==> src/rtl/d_bch_co_reader.sv <==
// Read side of the BCH chunk buffer: streams each lane's buffered bytes out of its BRAM,
// XOR-corrects the bytes flagged by the Chien-search error FIFO, and presents all lanes as one beat.
module d_bch_co_reader #(
  parameter int Multi       = 2,
  parameter int CHUNK_BYTES = 256,
  parameter int ERR_DEPTH   = 32
) (
  input  logic                 i_clk,
  input  logic                 i_RESET,
  input  logic [Multi-1:0]     i_err_valid,
  input  logic [8*Multi-1:0]   i_err_addr,
  input  logic [8*Multi-1:0]   i_err_mask,
  input  logic [Multi-1:0]     i_uncorrectable,
  input  logic                 i_exe_rd,
  output logic                 o_rd_available,
  output logic [Multi-1:0]     o_BRAM_read_enable,
  output logic [8*Multi-1:0]   o_BRAM_read_address,
  input  logic [8*Multi-1:0]   i_BRAM_read_data,
  output logic                 o_data_valid,
  output logic [8*Multi-1:0]   o_data,
  output logic                 o_data_last,
  input  logic                 i_data_ready,
  output logic                 o_rd_cmplt,
  output logic [Multi-1:0]     o_fail,
  output logic [Multi-1:0]     o_err_ovf
);

  localparam int          PW        = $clog2(ERR_DEPTH);
  localparam logic [7:0]  LAST_ADDR = 8'(CHUNK_BYTES - 1);
  localparam logic [PW:0] FIFO_FULL = (PW+1)'(ERR_DEPTH);
  localparam logic [PW:0] ONE       = (PW+1)'(1);
  localparam logic [PW:0] TWO       = (PW+1)'(2);

  typedef enum logic [1:0] {IDLE, READ, DRAIN, DONE} state_t;

  typedef struct packed {
    logic [7:0] addr;
    logic [7:0] mask;
  } err_entry_t;

  state_t     state, state_nxt;
  logic [7:0] addr_cnt, pend_addr;
  logic       rd_pend, issue, pop, start, beat_valid, last_now;
  logic [1:0] skid_cnt;
  logic       skid_wr, skid_rd;
  logic [1:0] skid_last;

  assign start      = (state == IDLE) && i_exe_rd;
  assign beat_valid = (skid_cnt != 2'd0);
  assign last_now   = skid_last[skid_rd];
  assign pop        = beat_valid && i_data_ready;

  // A beat leaving this cycle frees its slot, so the next read can issue without a bubble.
  always_comb begin
    issue = (state == READ) &&
            (({1'b0, skid_cnt} + {2'b00, rd_pend} - {2'b00, pop}) < 3'd2);
  end

  // NOTE: state and counters use non-blocking assignments so every flop samples pre-edge values.
  always_ff @(posedge i_clk or negedge i_RESET) begin
    if (!i_RESET) state <= IDLE;
    else          state <= state_nxt;
  end

  always_comb begin
    state_nxt = state;
    case (state)
      IDLE:    if (i_exe_rd) state_nxt = READ;
      READ:    if (issue && addr_cnt == LAST_ADDR) state_nxt = DRAIN;
      DRAIN:   if (pop && last_now) state_nxt = DONE;
      DONE:    state_nxt = IDLE;
      default: state_nxt = IDLE;
    endcase
  end

  always_comb begin
    o_rd_available      = (state == IDLE);
    o_rd_cmplt          = (state == DONE);
    o_BRAM_read_enable  = {Multi{issue}};
    o_BRAM_read_address = {Multi{addr_cnt}};
    o_data_valid        = beat_valid;
    o_data_last         = beat_valid && last_now;
  end

  always_ff @(posedge i_clk or negedge i_RESET) begin
    if (!i_RESET) begin
      addr_cnt  <= 8'd0;
      pend_addr <= 8'd0;
      rd_pend   <= 1'b0;
      skid_cnt  <= 2'd0;
      skid_wr   <= 1'b0;
      skid_rd   <= 1'b0;
      skid_last <= 2'b00;
    end else begin
      rd_pend <= issue;
      if (start)      addr_cnt <= 8'd0;
      else if (issue) addr_cnt <= addr_cnt + 8'd1;
      if (issue) pend_addr <= addr_cnt;
      if (rd_pend) begin
        skid_last[skid_wr] <= (pend_addr == LAST_ADDR);
        skid_wr            <= ~skid_wr;
      end
      if (pop) skid_rd <= ~skid_rd;
      skid_cnt <= skid_cnt + {1'b0, rd_pend} - {1'b0, pop};
    end
  end

  for (genvar g = 0; g < Multi; g++) begin : g_lane
    err_entry_t fifo_mem [ERR_DEPTH];
    err_entry_t head0, head1;
    logic [PW:0] wr_ptr, rd_ptr, fill, pop_n;
    logic        push, apply, discard, fail_q, ovf_q;
    logic [7:0]  mask_sel, corr;
    logic [7:0]  skid_q [2];

    assign fill  = wr_ptr - rd_ptr;
    assign head0 = fifo_mem[rd_ptr[PW-1:0]];
    assign head1 = fifo_mem[rd_ptr[PW-1:0] + PW'(1)];
    assign push  = (state == IDLE) && i_err_valid[g] && (fill != FIFO_FULL);

    // Stale heads (address already passed) are dropped; the entry behind one can still match.
    always_comb begin
      pop_n    = '0;
      apply    = 1'b0;
      discard  = 1'b0;
      mask_sel = head0.mask;
      if (rd_pend && fill != '0) begin
        if (head0.addr < pend_addr) begin
          discard = 1'b1;
          pop_n   = ONE;
          if (fill >= TWO) begin
            if (head1.addr == pend_addr) begin
              apply    = 1'b1;
              mask_sel = head1.mask;
              pop_n    = TWO;
            end else if (head1.addr < pend_addr) begin
              pop_n = TWO;
            end
          end
        end else if (head0.addr == pend_addr) begin
          apply = 1'b1;
          pop_n = ONE;
        end
      end
      corr = i_BRAM_read_data[8*g +: 8] ^ ((apply && !fail_q) ? mask_sel : 8'h00);
    end

    // NOTE: FIFO storage has no reset; the pointers alone define which entries are live.
    always_ff @(posedge i_clk) begin
      if (push) fifo_mem[wr_ptr[PW-1:0]] <= {i_err_addr[8*g +: 8], i_err_mask[8*g +: 8]};
    end

    always_ff @(posedge i_clk or negedge i_RESET) begin
      if (!i_RESET) begin
        wr_ptr <= '0;
        rd_ptr <= '0;
        fail_q <= 1'b0;
        ovf_q  <= 1'b0;
      end else begin
        if (push) wr_ptr <= wr_ptr + ONE;
        if (state == DONE) rd_ptr <= wr_ptr;
        else               rd_ptr <= rd_ptr + pop_n;
        if (start) fail_q <= i_uncorrectable[g];
        if (start)
          ovf_q <= 1'b0;
        else if (discard || (state == IDLE && i_err_valid[g] && !push))
          ovf_q <= 1'b1;
      end
    end

    always_ff @(posedge i_clk or negedge i_RESET) begin
      if (!i_RESET) begin
        skid_q[0] <= 8'h00;
        skid_q[1] <= 8'h00;
      end else if (rd_pend) begin
        skid_q[skid_wr] <= corr;
      end
    end

    assign o_data[8*g +: 8] = skid_q[skid_rd];
    assign o_fail[g]        = fail_q;
    assign o_err_ovf[g]     = ovf_q;
  end

endmodule

==> config.mk <==
export PLATFORM = sky130hd
export DESIGN_NAME = d_bch_co_reader
export DESIGN_NICKNAME = d
export VERILOG_FILES = /design/src/rtl/d_bch_co_reader.sv
export SDC_FILE = /design/constraint.sdc
export NUM_CORES = 2
export LEC_CHECK = 0
export ABC_CLOCK_PERIOD_IN_PS = 5400
export CAP_MARGIN = 20
export CORE_MARGIN = 4
export CORE_UTILIZATION = 55
export CTS_BUF_LIST = sky130_fd_sc_hd__clkbuf_8
export DETAILED_ROUTE_END_ITERATION = 7
export GPL_TIMING_DRIVEN = 0
export PLACE_DENSITY = 0.74
export SLEW_MARGIN = 30
export SYNTH_ARGS = -nofsm -noshare
export SYNTH_HDL_FRONTEND = slang
export SYNTH_SLANG_ARGS = --single-unit
==> constraint.sdc <==
create_clock -name i_clk -period 5.4 [get_ports i_clk]
set_input_delay 1.62 -clock i_clk [delete_from_list [all_inputs] [get_ports i_clk]]
set_output_delay 1.62 -clock i_clk [all_outputs]
set_load 0.01 [all_outputs]
Yosys cells after proc, flatten, opt, wreduce, memory -nomap -nowiden --
Memory sizes are Yosys's and may differ from the RTL's. Index checks and enable logic that the tools add are counted.
Cells by class: bitwise logic cells 6, equality and inequality tests 14, reductions and logical operators 32, mux-type cells 67, $add $sub $neg 13, order comparisons 13
Operators with widths (count):
- 2-to-1 mux 8 bit | 19
- 2-to-1 mux 6 bit | 6
- bitwise mux 16 bit | 2
- equality test 8 bit | 4
- < comparator 8 bit | 4
- 2-to-1 mux 1 bit | 27
- logical AND 1 bit | 18
- 2-to-1 mux 2 bit | 9
- equality test 8 bit, second input constant | 2
- XOR 8 bit | 2
- adder 6 x 1 -> 6 bit, second input constant | 2
- adder 6 bit | 2
- >= comparator 6 x 2 -> 1 bit, second input constant | 2
- != test 6 bit, second input constant | 2
- nonzero test 6 bit | 2
- subtractor 6 bit | 2
- adder 5 x 1 -> 5 bit, second input constant | 2
- adder 8 x 1 -> 8 bit, second input constant | 1
- demux 8 bit (select 1 bit) | 1
- case mux 2 bit (4 select lines) | 1
- nonzero test 2 bit | 4
- equality test 2 bit, second input constant | 2
- >= comparator 2 bit, second input constant | 2
- logical NOT 1 bit | 4
- other kinds (18) | 23
Storage, ports and cells: output and inout port bits 42, logic and storage cells 167, bits in writable memories 1024, register bits after elaboration 85, memories 2
Memory list:
- g_lane[0].fifo_mem | words 32, width 16, rd ports 2, clocked after memory_dff 0, wr ports 1, RTL line 109 | err_entry_t fifo_mem [ERR_DEPTH];
- g_lane[1].fifo_mem | words 32, width 16, rd ports 2, clocked after memory_dff 0, wr ports 1, RTL line 109

Longest topological paths before layout --
An unclocked memory read counts as a cell.
depth after elaboration 11, gate-level depth with buffers 25, mapped depth without buffers 19

Worst setup path after synthesis --
Ideal clock, no wire load.
path kind input to output, start point input i_data_ready, end point output o_BRAM_read_enable[0], data required time 3.780 ns, path slack 0.038 ns, arrival time 3.742 ns, stages on the path 12, cells stage by stage nand2_1 -> inv_1 -> ha_1 -> inv_1 -> ha_1 -> inv_1 -> fa_1 -> xnor2_1 -> and3_1 -> clkbuf_1 -> clkbuf_1 -> buf_4
On the way: longest elaborated chain between the ends 4
RTL lines:
- start: declaration | RTL line 22 | input logic i_data_ready,
- logical AND 1 bit | RTL line 51 | assign pop = beat_valid && i_data_ready;
- named net pop | RTL line 43 | logic rd_pend, issue, pop, start, beat_valid, last_now;
- subtractor 3 x 1 -> 3 bit | RTL line 56 | (({1'b0, skid_cnt} + {2'b00, rd_pend} - {2'b00, pop}) < 3'd2);
- < comparator 3 x 2 -> 1 bit | RTL line 56
- logical AND 1 bit | RTL line 55 | issue = (state == READ) &&
- end: declaration | RTL line 16 | output logic [Multi-1:0] o_BRAM_read_enable,
The timed path passes the listed nets, and every way through them passes these cells.

Final worst setup path --
start point register g_lane[0].rd_ptr[0], end point register g_lane[0].skid_q[13] (netlist name)
On the way: longest elaborated chain between the ends 11, elaborated cells on any way between the ends 22, those cells by class 2 x add/sub; 2 x order compare; 2 x eq/ne; 11 x mux; 1 x bitwise; 3 x reduce/logical; 1 x memory
RTL lines:
- start: declaration | RTL line 111 | logic [PW:0] wr_ptr, rd_ptr, fill, pop_n;
- start signal: assignment | RTL line 161 | if (state == DONE) rd_ptr <= wr_ptr;
- start signal: assignment | RTL line 162 | else rd_ptr <= rd_ptr + pop_n;
- adder 5 x 1 -> 5 bit | RTL line 118 | assign head1 = fifo_mem[rd_ptr[PW-1:0] + PW'(1)];
- memory read (32 x 16 bit)
- equality test 8 bit | RTL line 132 | if (head1.addr == pend_addr) begin
- 2-to-1 mux 1 bit | RTL line 132
- 2-to-1 mux 1 bit | RTL line 131 | if (fill >= TWO) begin
- 2-to-1 mux 1 bit | RTL line 128 | if (head0.addr < pend_addr) begin
- 2-to-1 mux 1 bit | RTL line 127 | if (rd_pend && fill != '0) begin
- logical AND 1 bit | RTL line 145 | corr = i_BRAM_read_data[8*g +: 8] ^ ((apply && !fail_q) ? mask_sel : 8'h00);
- 2-to-1 mux 8 bit * | RTL line 145
- XOR 8 bit * | RTL line 145
- bitwise mux 16 bit * | RTL line 176 | skid_q[skid_wr] <= corr;
- end signal: indexed assignment | RTL line 176
- end: declaration | RTL line 114 | logic [7:0] skid_q [2];
Mark *: on every way between the ends. The rest lies on a longest branch, timed or not. A chain may end at the register's enable or synchronous reset.

==> run metrics <==
outcome=finished with violations; violated checks=setup timing; CTS tree=built; async set-reset flop share out of synthesis=7.665%; GPL Wtd Cong=0.9035; worst r2r src=g_lane[0].rd_ptr[0]; Post-synth EDFFs=1024; Syn-to-layout area delta=17.45%; post-synth top area cell=edfxtp_1; Power Density=549.0 nW/um^2; Netlist cell types=70; vias in the first global route=33260; routed length per instance=35.15 um; Chip Width=318.9 um; top cell type's share of synthesized area=57.85%; dominant cells by area after synthesis=edfxtp_1 58%, mux4_2 25%, dfrtp_1 4.0%; Sink Count=1109; Peak Freq=184.1 MHz; htree depth=4; worst relative slew slack=30.37%; top post-synthesis cells by count=1024 x edfxtp_1, 585 x mux4_2, 154 x nand2_1; largest net degree at the start of global routing=51; layout cells sized above 1=38.41%; Post-DRT Antenna Nets=0; ys flop type=edfxtp_1; total gr overflow=0; leak pwr=20.68 nW; Post-Syn Area=53160 um^2; maxcap violations=0; Detailed Route WL=161.8 mm; clock period minus worst slack=5.432 ns; placed inst area=57900 um^2; critical path startpoint=g_lane[0].rd_ptr[0]; DR pass1 iterations=6; DRC=0; Starting Density=55.70%; worst slew pin tran=1.041 ns; DR vias=32880; gr usage total=31.61%; post-synthesis register bit count=1109; Post-Synthesis Cells=2801; Critical Path Source Type=flip-flop; Port Buffers=97; Critical Path AT=6.22 ns; Clock Path Buffers=3; Critical Path RT=6.19 ns; Setup Skew=0.04563 ns; first-pass GRT wire length=230.6 mm; Post-Syn Area per Cell=18.98 um^2; Ys Warns=0; Worst Hold Class=flip-flop to flip-flop; Clock Tree Root=clkbuf_8; Post-Layout Inst Area=62430 um^2; Worst Setup EP=g_lane[0].skid_q[13]; IO Pins=98; Detailed Route Iter0 Violations=4862; reg-to-reg critical path endpoint=g_lane[0].skid_q[13]; Final WS setup=-0.03249 ns; die area=101700 um^2; FP Rows=113; Reg clk slew, reported paths=0.06 ns; syn nets=2925; period utilization=100.6%; final setup fails=3; Setup Crit Path Kind=flip-flop to flip-flop; post-synthesis sequential area ratio=61.85%; Final nets=3310; CP endpoint kind=flip-flop; R2R cell count=14; fin. max-slew vios=0; Clk Latency, worst-skew pair=0.90 ns; Hold WS=0.4896 ns; core area=95440 um^2; die extent in y=318.9 um; count leader, synth=edfxtp_1; CTS Buf Count=176; Worst Path Max Fanout=19; final core utilization=65.42%; R2R setup slack=-0.03 ns; Post-DP HPWL=110.5 mm; vias per cell=7.141; Peak VDD IR=0.0003202 V; initial antenna violation count=13; Fin. Hold Viols=0
[area by class of cell]
type	count	area [um^2]
antenna	9	22.52
buffer	174	1822
clock buffer	181	2491
clock inverter	141	665.6
fill	6155	33000
inverter	42	157.7
multi-input combinational	1461	19760
sequential	1109	32880
tap	1265	1583
timing repair buffer	222	3048
[registers in the layout, summed over array words and instances, names as in the netlist]
register	flops
addr_cnt	8
g_lane.fail_q	2
g_lane.fifo_mem	1024
g_lane.ovf_q	2
g_lane.rd_ptr	12
g_lane.skid_q	32
g_lane.wr_ptr	12
pend_addr	8
rd_pend	1
skid_cnt	2
skid_last	2
skid_rd	1
skid_wr	1
state	2
[metal layers]
layer / up-vias / track usage (%) / routed length, um
li1: 12640 / - / -
met1: 16950 / 40.07 / 53860
met2: 2695 / 50.05 / 76870
met3: 583 / 9.804 / 21080
met4: 6 / 15.79 / 9986
met5: - / 0 / 45
[where the power goes]
part / switching [mW] / internal, mW / total (mW)
clock network: 3.42 / 3.22 / 6.63
logic: 9.18 / 8.62 / 17.8
registers: 0.240 / 9.60 / 9.84
[how the worst min path moves through the flow]
| stage | cells past startpoint | endpoint | slack (ns) | start |
|---|---|---|---|---|
| after global placement | 2 | g_lane[1].skid_q[11] | 0.47 | g_lane[1].skid_q[11] |
| after detailed placement | 2 | skid_last[0] | 0.47 | skid_last[0] |
| after floorplan | 2 | skid_last[0] | 0.45 | skid_last[0] |
| after global routing | 2 | g_lane[1].skid_q[11] | 0.52 | g_lane[1].skid_q[11] |
| final | 2 | g_lane[1].skid_q[11] | 0.49 | g_lane[1].skid_q[11] |
| after CTS | 2 | skid_last[0] | 0.49 | skid_last[0] |
[cells in the final DEF (no fill, tap or decap), drive strengths merged, types with 8 or more instances in the layout]
| master | Yosys | routed |
|---|---|---|
| clkdlybuf4s50 | 0 | 63 |
| nand4 | 18 | 18 |
| buf | 150 | 296 |
| o21ai | 56 | 56 |
| mux2 | 41 | 41 |
| nand3 | 12 | 12 |
| and2 | 9 | 9 |
| diode | 0 | 9 |
| nand2 | 154 | 154 |
| a22oi | 30 | 30 |
| dfrtp | 85 | 85 |
| mux2i | 60 | 60 |
| edfxtp | 1024 | 1024 |
| xnor2 | 23 | 23 |
| a31oi | 31 | 31 |
| or3 | 16 | 16 |
| nand2b | 12 | 12 |
| nor2b | 11 | 11 |
| clkinv | 4 | 76 |
| mux4 | 586 | 586 |
| a21oi | 44 | 44 |
| a32oi | 8 | 8 |
| ha | 63 | 63 |
| o22ai | 23 | 23 |
| xor2 | 18 | 18 |
| inv | 38 | 101 |
| nor3 | 16 | 16 |
| clkbuf | 39 | 217 |
| nor2 | 151 | 151 |
[logic make-up (layout without fill, tap and decap cells)]
kind of cell / after synthesis / in the layout / share of synthesized area [%]
DFF: 1109 / 1109 / 61.85
muxes: 687 / 687 / 26.84
and+or+nand+nor: 427 / 427 / 3.688
AOI/OAI and AO/OA: 238 / 238 / 2.919
buffers and inverters: 231 / 760 / 2.316
adders and majority gates: 68 / 68 / 1.671
xor gates and xnor gates: 41 / 41 / 0.7179
other: 0 / 9 / 0
[per-stage QoR]
stage	TNS, ns	power, mW	cells	setup WS (ns)
floorplan	0	20.90	2801	0.03824
global placement	-1114.27	25.65	4163	-1.996
detailed placement	-72.15	25.99	4228	-2.132
CTS	0	33.44	4554	0.006383
global route	-0.2027	35.54	4601	-0.07235
finish	-0.07182	34.27	4604	-0.03249
[repair_timing]
item / in CTS / in global routing
endpoints found under the setup margin: 63 / 98
hold buffers: 0 / 0
resized for setup: 240 / 90
pin swaps: 10 / 14
hold endpoints to repair: 0 / 0
cloned: 0 / 2
setup buffers: 14 / 44
[worst max-delay path, stage by stage (launching register included)]
cell and delay, ns:
dfrtp_2 0.46, ha_1 0.29, xnor2_2 0.34, buf_6 0.35, buf_2 0.44, mux4_2 0.44
mux2_2 0.35, ha_1 0.34, nand4_1 0.11, nor2_2 0.17, or4b_4 0.54, nor2_1 0.48
mux2i_2 0.59, nand4_1 0.20, a31oi_1 0.21
No activity file was read; power rests on OpenSTA's default activity.
